## config.mk

```make
export PLATFORM = sky130hd
export DESIGN_NAME = array_result_collector_flat
export DESIGN_NICKNAME = d
export VERILOG_FILES = /design/src/rtl/array_result_collector_if.sv /design/src/rtl/array_result_collector.sv /design/src/flat_wrapper.sv
export SDC_FILE = /design/constraint.sdc
export NUM_CORES = 1
export LEC_CHECK = 0
export CORE_MARGIN = 2
export CORE_UTILIZATION = 40
export CTS_BUF_LIST = sky130_fd_sc_hd__clkbuf_8
export CTS_CLUSTER_SIZE = 30
export DETAILED_ROUTE_END_ITERATION = 7
export DONT_BUFFER_PORTS = 1
export PLACE_DENSITY = 0.57
export RECOVER_POWER = 50
export SYNTH_ARGS = -nofsm -noshare
export SYNTH_HDL_FRONTEND = slang
export SYNTH_SLANG_ARGS = --single-unit
```

## constraint.sdc

```tcl
create_clock -name clk -period 5.2 [get_ports clk]
set_input_delay 0.52 -clock clk [delete_from_list [all_inputs] [get_ports clk]]
set_output_delay 0.52 -clock clk [all_outputs]
set_load 0.1 [all_outputs]
```

## src/rtl/array_result_collector_if.sv

```systemverilog
// Stream bus for the result collector: serialized input strobe plus the
// ready/valid packet output.
interface array_result_collector_if #(
  parameter int W = 32
);
  logic [W-1:0] in_data;
  logic         in_valid;
  logic [W-1:0] m_data;
  logic         m_valid;
  logic         m_ready;
  logic         m_last;

  // master is the collector's own view; slave is the producer/consumer side
  modport master (
    input  in_data, in_valid, m_ready,
    output m_data, m_valid, m_last
  );

  modport slave (
    output in_data, in_valid, m_ready,
    input  m_data, m_valid, m_last
  );
endinterface

```

## src/rtl/array_result_collector.sv

```systemverilog
// Captures array stream results into a circular FIFO, tags every FRAME-th word as
// packet end and re-emits them on a ready/valid port with drop detection.
module array_result_collector #(
  parameter int W     = 32,
  parameter int DEPTH = 32,
  parameter int FRAME = 16
) (
  input  logic                   clk,
  input  logic                   reset,
  array_result_collector_if.master bus,
  output logic [$clog2(DEPTH):0] level,
  output logic                   full,
  output logic                   empty,
  output logic                   overflow,
  input  logic                   clear_ovf,
  output logic [15:0]            frame_count
);

  localparam int AW = $clog2(DEPTH);
  localparam int IW = $clog2(FRAME);

  logic [W:0]    mem [DEPTH];
  logic [AW-1:0] wr_ptr;
  logic [AW-1:0] rd_ptr;
  logic [AW-1:0] rd_next;
  logic [AW:0]   level_next;
  logic [IW-1:0] in_idx;
  logic          pop;
  logic          push;
  logic          drop;
  logic          in_last;
  logic [W-1:0]  m_data_q;
  logic          m_last_q;
  logic          m_valid_q;

  assign full  = (level == (AW+1)'(DEPTH));
  assign empty = (level == '0);

  assign bus.m_data  = m_data_q;
  assign bus.m_last  = m_last_q;
  assign bus.m_valid = m_valid_q;

  always_comb begin
    pop        = m_valid_q && bus.m_ready;
    push       = bus.in_valid && (!full || pop);
    drop       = bus.in_valid && !push;
    in_last    = (in_idx == IW'(FRAME - 1));
    rd_next    = rd_ptr + AW'(pop);
    level_next = level;
    if (push && !pop) begin
      level_next = level + 1'b1;
    end else if (pop && !push) begin
      level_next = level - 1'b1;
    end
  end

  always_ff @(posedge clk) begin
    if (!reset && push) begin
      mem[wr_ptr] <= {in_last, bus.in_data};
    end
  end

  // The output stage is reloaded with the next head every cycle; when the FIFO is
  // draining to empty while a word arrives, that word bypasses storage.
  always_ff @(posedge clk) begin
    if (reset) begin
      wr_ptr      <= '0;
      rd_ptr      <= '0;
      level       <= '0;
      in_idx      <= '0;
      overflow    <= 1'b0;
      frame_count <= '0;
      m_valid_q   <= 1'b0;
      m_data_q    <= '0;
      m_last_q    <= 1'b0;
    end else begin
      if (push) begin
        wr_ptr <= wr_ptr + 1'b1;
      end
      rd_ptr <= rd_next;
      level  <= level_next;
      if (bus.in_valid) begin
        in_idx <= in_last ? '0 : in_idx + 1'b1;
      end
      m_valid_q <= (level_next != '0);
      if (level_next != '0) begin
        if (push && (wr_ptr == rd_next)) begin
          {m_last_q, m_data_q} <= {in_last, bus.in_data};
        end else begin
          {m_last_q, m_data_q} <= mem[rd_next];
        end
      end
      if (drop) begin
        overflow <= 1'b1;
      end else if (clear_ovf) begin
        overflow <= 1'b0;
      end
      if (pop && m_last_q) begin
        frame_count <= frame_count + 16'd1;
      end
    end
  end

endmodule

```

## src/flat_wrapper.sv

```systemverilog
// flat-port wrapper written by rule: the top's interface ports become plain ports
module array_result_collector_flat 
#(
  parameter int W     = 32,
  parameter int DEPTH = 32,
  parameter int FRAME = 16
)
  (clk, reset, level, full, empty, overflow, clear_ovf, frame_count, bus_in_data, bus_in_valid, bus_m_ready, bus_m_data, bus_m_valid, bus_m_last);
  array_result_collector_if #(.W(W)) bus_i ();
  input  logic clk;
  input  logic reset;
  output logic [$clog2(DEPTH):0] level;
  output logic full;
  output logic empty;
  output logic overflow;
  input  logic clear_ovf;
  output logic [15:0] frame_count;
  input wire logic [$bits(bus_i.in_data)-1:0] bus_in_data;
  input wire logic [$bits(bus_i.in_valid)-1:0] bus_in_valid;
  input wire logic [$bits(bus_i.m_ready)-1:0] bus_m_ready;
  output wire logic [$bits(bus_i.m_data)-1:0] bus_m_data;
  output wire logic [$bits(bus_i.m_valid)-1:0] bus_m_valid;
  output wire logic [$bits(bus_i.m_last)-1:0] bus_m_last;
  assign bus_i.in_data = bus_in_data;
  assign bus_i.in_valid = bus_in_valid;
  assign bus_i.m_ready = bus_m_ready;
  assign bus_m_data = bus_i.m_data;
  assign bus_m_valid = bus_i.m_valid;
  assign bus_m_last = bus_i.m_last;
  array_result_collector #(.W(W), .DEPTH(DEPTH), .FRAME(FRAME)) u_core (.clk(clk), .reset(reset), .bus(bus_i), .level(level), .full(full), .empty(empty), .overflow(overflow), .clear_ovf(clear_ovf), .frame_count(frame_count));
endmodule
```

* Word level (Yosys, flattened, before mapping)
Memory sizes are Yosys's and may differ from the RTL's. A register that Yosys moved wholly into a read port is not among the register bits. Index checks and enable logic that the tools add are counted. W data, S select, Z words.
Storage, ports and cells: register bits after elaboration 38, memories kept 1, bits in read-only memories 0, RAM bits 1056, output and inout bits 59, input bits 37, bits in latches 0
Memory list:
- u_core.mem | words 32, width 33, read ports 1, clocked after memory_dff 1, wr ports 1, RTL line array_result_collector.sv:22 | logic [W:0] mem [DEPTH];
Operators by class: reductions and logical operators 15, multiplexer cells 7, eq/ne operators 2, $lt $le $gt $ge 0, $mul 0, shift-type cells 0, add/subtract/negate cells 6, divide/modulo/power cells 0, bitwise gates (word level) 0
Operator list (number):
- $add A16 B1 Y16 const B | 1
- $mux W6 | 2
- $logic_and A1 B1 Y1 | 7
- $add A6 B1 Y6 const B | 1
- $eq A6 B6 Y1 const B | 1
- $logic_not A6 Y1 | 1
- $reduce_bool A6 Y1 | 1
- $sub A6 B1 Y6 const B | 1
- $add A5 B1 Y5 | 1
- $add A5 B1 Y5 const B | 1
- $add A4 B1 Y4 const B | 1
- $eq A4 B4 Y1 const B | 1
- $logic_not A1 Y1 | 4
- $mux W1 | 4
- $mux W4 | 1
- $reduce_bool A2 Y1 | 1
- $logic_or A1 B1 Y1 | 1

* Depth between registers and ports, before layout
depth in word-level cells 9, gate-level depth with buffers 15, gate-level depth less buffers 11

* Worst setup path after synthesis
OpenSTA, ideal clock, no wires.
path type register -> register, start register u_core.level[0], end memory u_core.mem[31][0] (netlist bit) (enable), buffers on the path 0, arrival 4.016 ns, cell stages (with the launch flop) 9, clock period less this slack 4.439 ns, setup time 0.423 ns, path slack 0.761 ns, path through dfxtp_1 inv_1 ha_1 nor4b_4 and2_4 a21oi_4 and2_4 nand2_1 nor2_1
Between the ends: longest elaborated chain between the ends 7
RTL lines:
- start, declared | RTL line array_result_collector.sv:11 | output logic [$clog2(DEPTH):0] level,
- start signal, assigned | RTL line array_result_collector.sv:81 | level <= level_next;
- $eq A6 B6 Y1 | RTL line array_result_collector.sv:36 | assign full = (level == (AW+1)'(DEPTH));
- named net full | RTL line flat_wrapper.sv:13 | output logic full;
- $logic_not A1 Y1 | RTL line array_result_collector.sv:45 | push = bus.in_valid && (!full || pop);
- $logic_or A1 B1 Y1 | RTL line array_result_collector.sv:45
- $logic_and A1 B1 Y1 | RTL line array_result_collector.sv:45
- $logic_and A1 B1 Y1 | RTL line array_result_collector.sv:58 | if (!reset && push) begin
- $mux W1 | RTL line array_result_collector.sv:58
- $mux W1 (not written as such) | RTL line array_result_collector.sv:59 | mem[wr_ptr] <= {in_last, bus.in_data};
- end, declared | RTL line array_result_collector.sv:22
The timed path passes the listed nets, and every way through them passes these cells.

* Final worst setup path
start register u_core.level[3], end memory u_core.mem[7][12] (netlist bit) (enable)
Same word-level chain as after synthesis.

==> impl_results.md <==
* Status: complete, but fails checks
* Failing checks: capacitance limit, slew limit
* Worst-skew pair later-pin latency at 0.86 ns
* Post-DP HPWL at 61100 µm
* Sequential share of power at 51.7%
* Hold Vio Cnt, Final at 0
* Max Clk Rate at 212 MHz
* RSZ-0062 raised after global routing: false
* Placer Congestion at 0.770
* Die W at 335 µm
* Routed len/inst at 28.7 µm
* Max-slew violation count at 50
* H-tree depth at 4
* Sw Pwr at 5510 µW
* Synth async-reset ratio at 0%
* Min-Delay Path Class: in2reg
* Final Cell Area at 0.0502 mm²
* Dpl cell area at 0.0464 mm²
* Multi-input logic area at 0.0104 mm²
* Clk slew on worst S/H paths at 0.06 ns
* Antenna Nets Post-Route at 0
* Most frequent cell after synthesis: edfxtp_1
* Tightest Pin Transition at 1.70 ns
* Synth warnings at 0
* CP endpoint kind: register
* Final setup vio count at 0
* Port Buffers at 0
* Storage cell area at 0.0331 mm²
* Sw frac at 27.0%
* Starting Density at 40.3%
* WP buf/inv at 2
* VDD IR max at 0.000226 V
* Final Skew at 0.0416 ns
* Internal at 14900 µW
* Vias/cell at 5.69
* Comb pwr share at 12.8%
* Hold slack at 0.0910 ns
* EDFF count, synth at 1056
* Critical Path Start Type: register
* Io pins at 96
* Cts hold-fix bufs at 42
* Max Cap Viol at 6
* Most frequent CP cell: and2_4
* Synth top area share at 72.4%
* Cell variety after synth at 56
* Synthesized cell area at 0.0438 mm²
* Grt ovf at 0
* Net count, final at 2436
* Mean Syn Cell Area at 19.9 µm²
* Static leakage at 0.0155 µW
* Cell total after placement at 3577
* DRC Markers at 0
* Detailed-route via count at 22500
* Crit path cell chain: clkbuf_1, nor4b_1, and2_4, a21oi_4, and2_4, nand2_1, nor2_4, buf_12
* Worst path required time at 5.71 ns
* Syn Nets at 2248
* Largest net degree at the start of global routing at 71
* Final wirelength at 114000 µm
* Syn Inst Count at 2200
* Core area at 0.109 mm²
* CP max stage delay at 1.09 ns
* Top cells by area, synth: edfxtp_1 (72%), mux4_2 (14%), dfxtp_1 (3.2%), mux2i_1 (1.5%), nor2_1 (1.2%)
* Num rows at 121
* Die area at 0.112 mm²
* TNS Setup at 0 ns
* PwrDens at 406 mW/mm²
* CTS tree: done
* Initial antenna violation count at 6
* Pwr Total at 20400 µW
* Root Driver: clkbuf_8
* Synth top cells by count: edfxtp_1 (1056), mux4_2 (263), nor2_1 (136), nand2_1 (128), dfxtp_1 (71)
* Crit share post-route at 90.7%
* Sequential area share after synthesis at 75.6%
* Post-synthesis register bit count at 1127
* CP max-delay cell: clkbuf_1
* Max_slew headroom at -13.1%
* Cell accounting for the most synthesized area: edfxtp_1
* Num Clock Sinks at 1127
* Crit-path max FO at 19
* Initial DRT Pass Iterations at 5
* Clk buf depth at 3
* Vias in the first global route at 23400
* Crit path kind: reg2reg
* Ys flop type: edfxtp_1
* Critical path's top delay family: simple AND/OR/NAND/NOR gates
* Initial DRC count at 2347
* Post-CTS setup buffer count at 0
* CP arrival at 5.23 ns
* Fillers at 9152
* Layout cells sized above 1 at 24.8%
* Area Growth Syn to Fin at 14.7%
* Clock power frac at 35.5%
* Global-route wire length before repair at 164000 µm
* Min Clock Period, post-route at 4.71 ns
* Die span in y at 335 µm
* Final cell count without fillers at 3960
* Post_cts resized at 0
* GRT Util Overall at 20.4%
* CTS Buf Count at 181
## tightest hold or removal path, stage by stage
cell      delay [ns]
nand4b_1        0.17
a31oi_1         0.11
nor2_1          0.09
## area by class of cell
class                      instances  area share [%]
inverter                          10          0.0747
sequential                      1127            65.9
tap                             1414            3.52
timing repair buffer             133            2.92
clock buffer                     200            5.48
clock inverter                   137            1.43
antenna                            4          0.0199
multi-input combinational        935            20.6
## cells in the final DEF, fill, tap and decap left out, types with 39 or more instances in the layout
| cell type | count |
|---|---|
| a21oi_1 | 43 |
| buf_4 | 40 |
| clkbuf_8 | 200 |
| clkinv_1 | 41 |
| dfxtp_1 | 71 |
| edfxtp_1 | 1056 |
| inv_1 | 75 |
| mux2i_1 | 67 |
| mux4_2 | 263 |
| nand2_1 | 128 |
| nor2_1 | 104 |
| nor3_1 | 39 |
| or3_1 | 41 |
## kinds of logic after synthesis
group	share of synthesized area [%]
AOI/OAI and AO/OA	2.69
and+or+nand+nor	4.16
muxes	15.1
buffers and inverters	1.53
DFF	75.6
adders and majority gates	0.314
xor gates and xnor gates	0.577
## final timing paths
kind / from / to / slack (ns) / cells after the start
worst min-delay path: bus_m_ready / u_core.level[2]$_SDFF_PP0_ / 0.09 / 3
worst max-delay path: u_core.level[3]$_SDFF_PP0_ / u_core.mem[7][12]$_DFFE_PP_ / 0.49 / 8
worst min register to register: u_core.in_idx[3]$_SDFFE_PP0P_ / u_core.in_idx[3]$_SDFFE_PP0P_ / 0.49 / 2
worst max register to register: u_core.level[3]$_SDFF_PP0_ / u_core.mem[7][12]$_DFFE_PP_ / 0.49 / 8
## flip-flops by register name (all words and copies together) (netlist names)
name,cells
u_core.mem,1056
u_core.bus.m_data,32
u_core.frame_count,16
u_core.level,6
u_core.rd_ptr,5
u_core.wr_ptr,5
u_core.in_idx,4
u_core.bus.m_last,1
u_core.bus.m_valid,1
u_core.overflow,1
## per-layer routing
layer | global-route usage, % | vias to the layer above | wire length (µm)
met5 | 0 | - | 13
li1 | - | 9458 | -
met3 | 4.24 | 178 | 9200
met2 | 32.4 | 914 | 53900
met4 | 5.94 | 2 | 2320
met1 | 28.7 | 12000 | 48300
## metrics by stage
stage / setup WS [ns] / util [%]
after floorplan: 0.761 / -
after global placement: 1.13 / 42.7
after detailed placement: 1.11 / 42.7
after CTS: 0.827 / 46.4
after global routing: 0.368 / 46.2
final: 0.486 / 46.2
## power by group through the flow
stage	clock [µW]	sequential, µW	combinational, µW
after floorplan	0	10900	1720
after global placement	0	10700	2510
after detailed placement	0	10700	2520
after CTS	7400	10600	2690
after global routing	7820	10600	2800
final	7250	10500	2600
No activity file was read; power rests on OpenSTA's default activity.
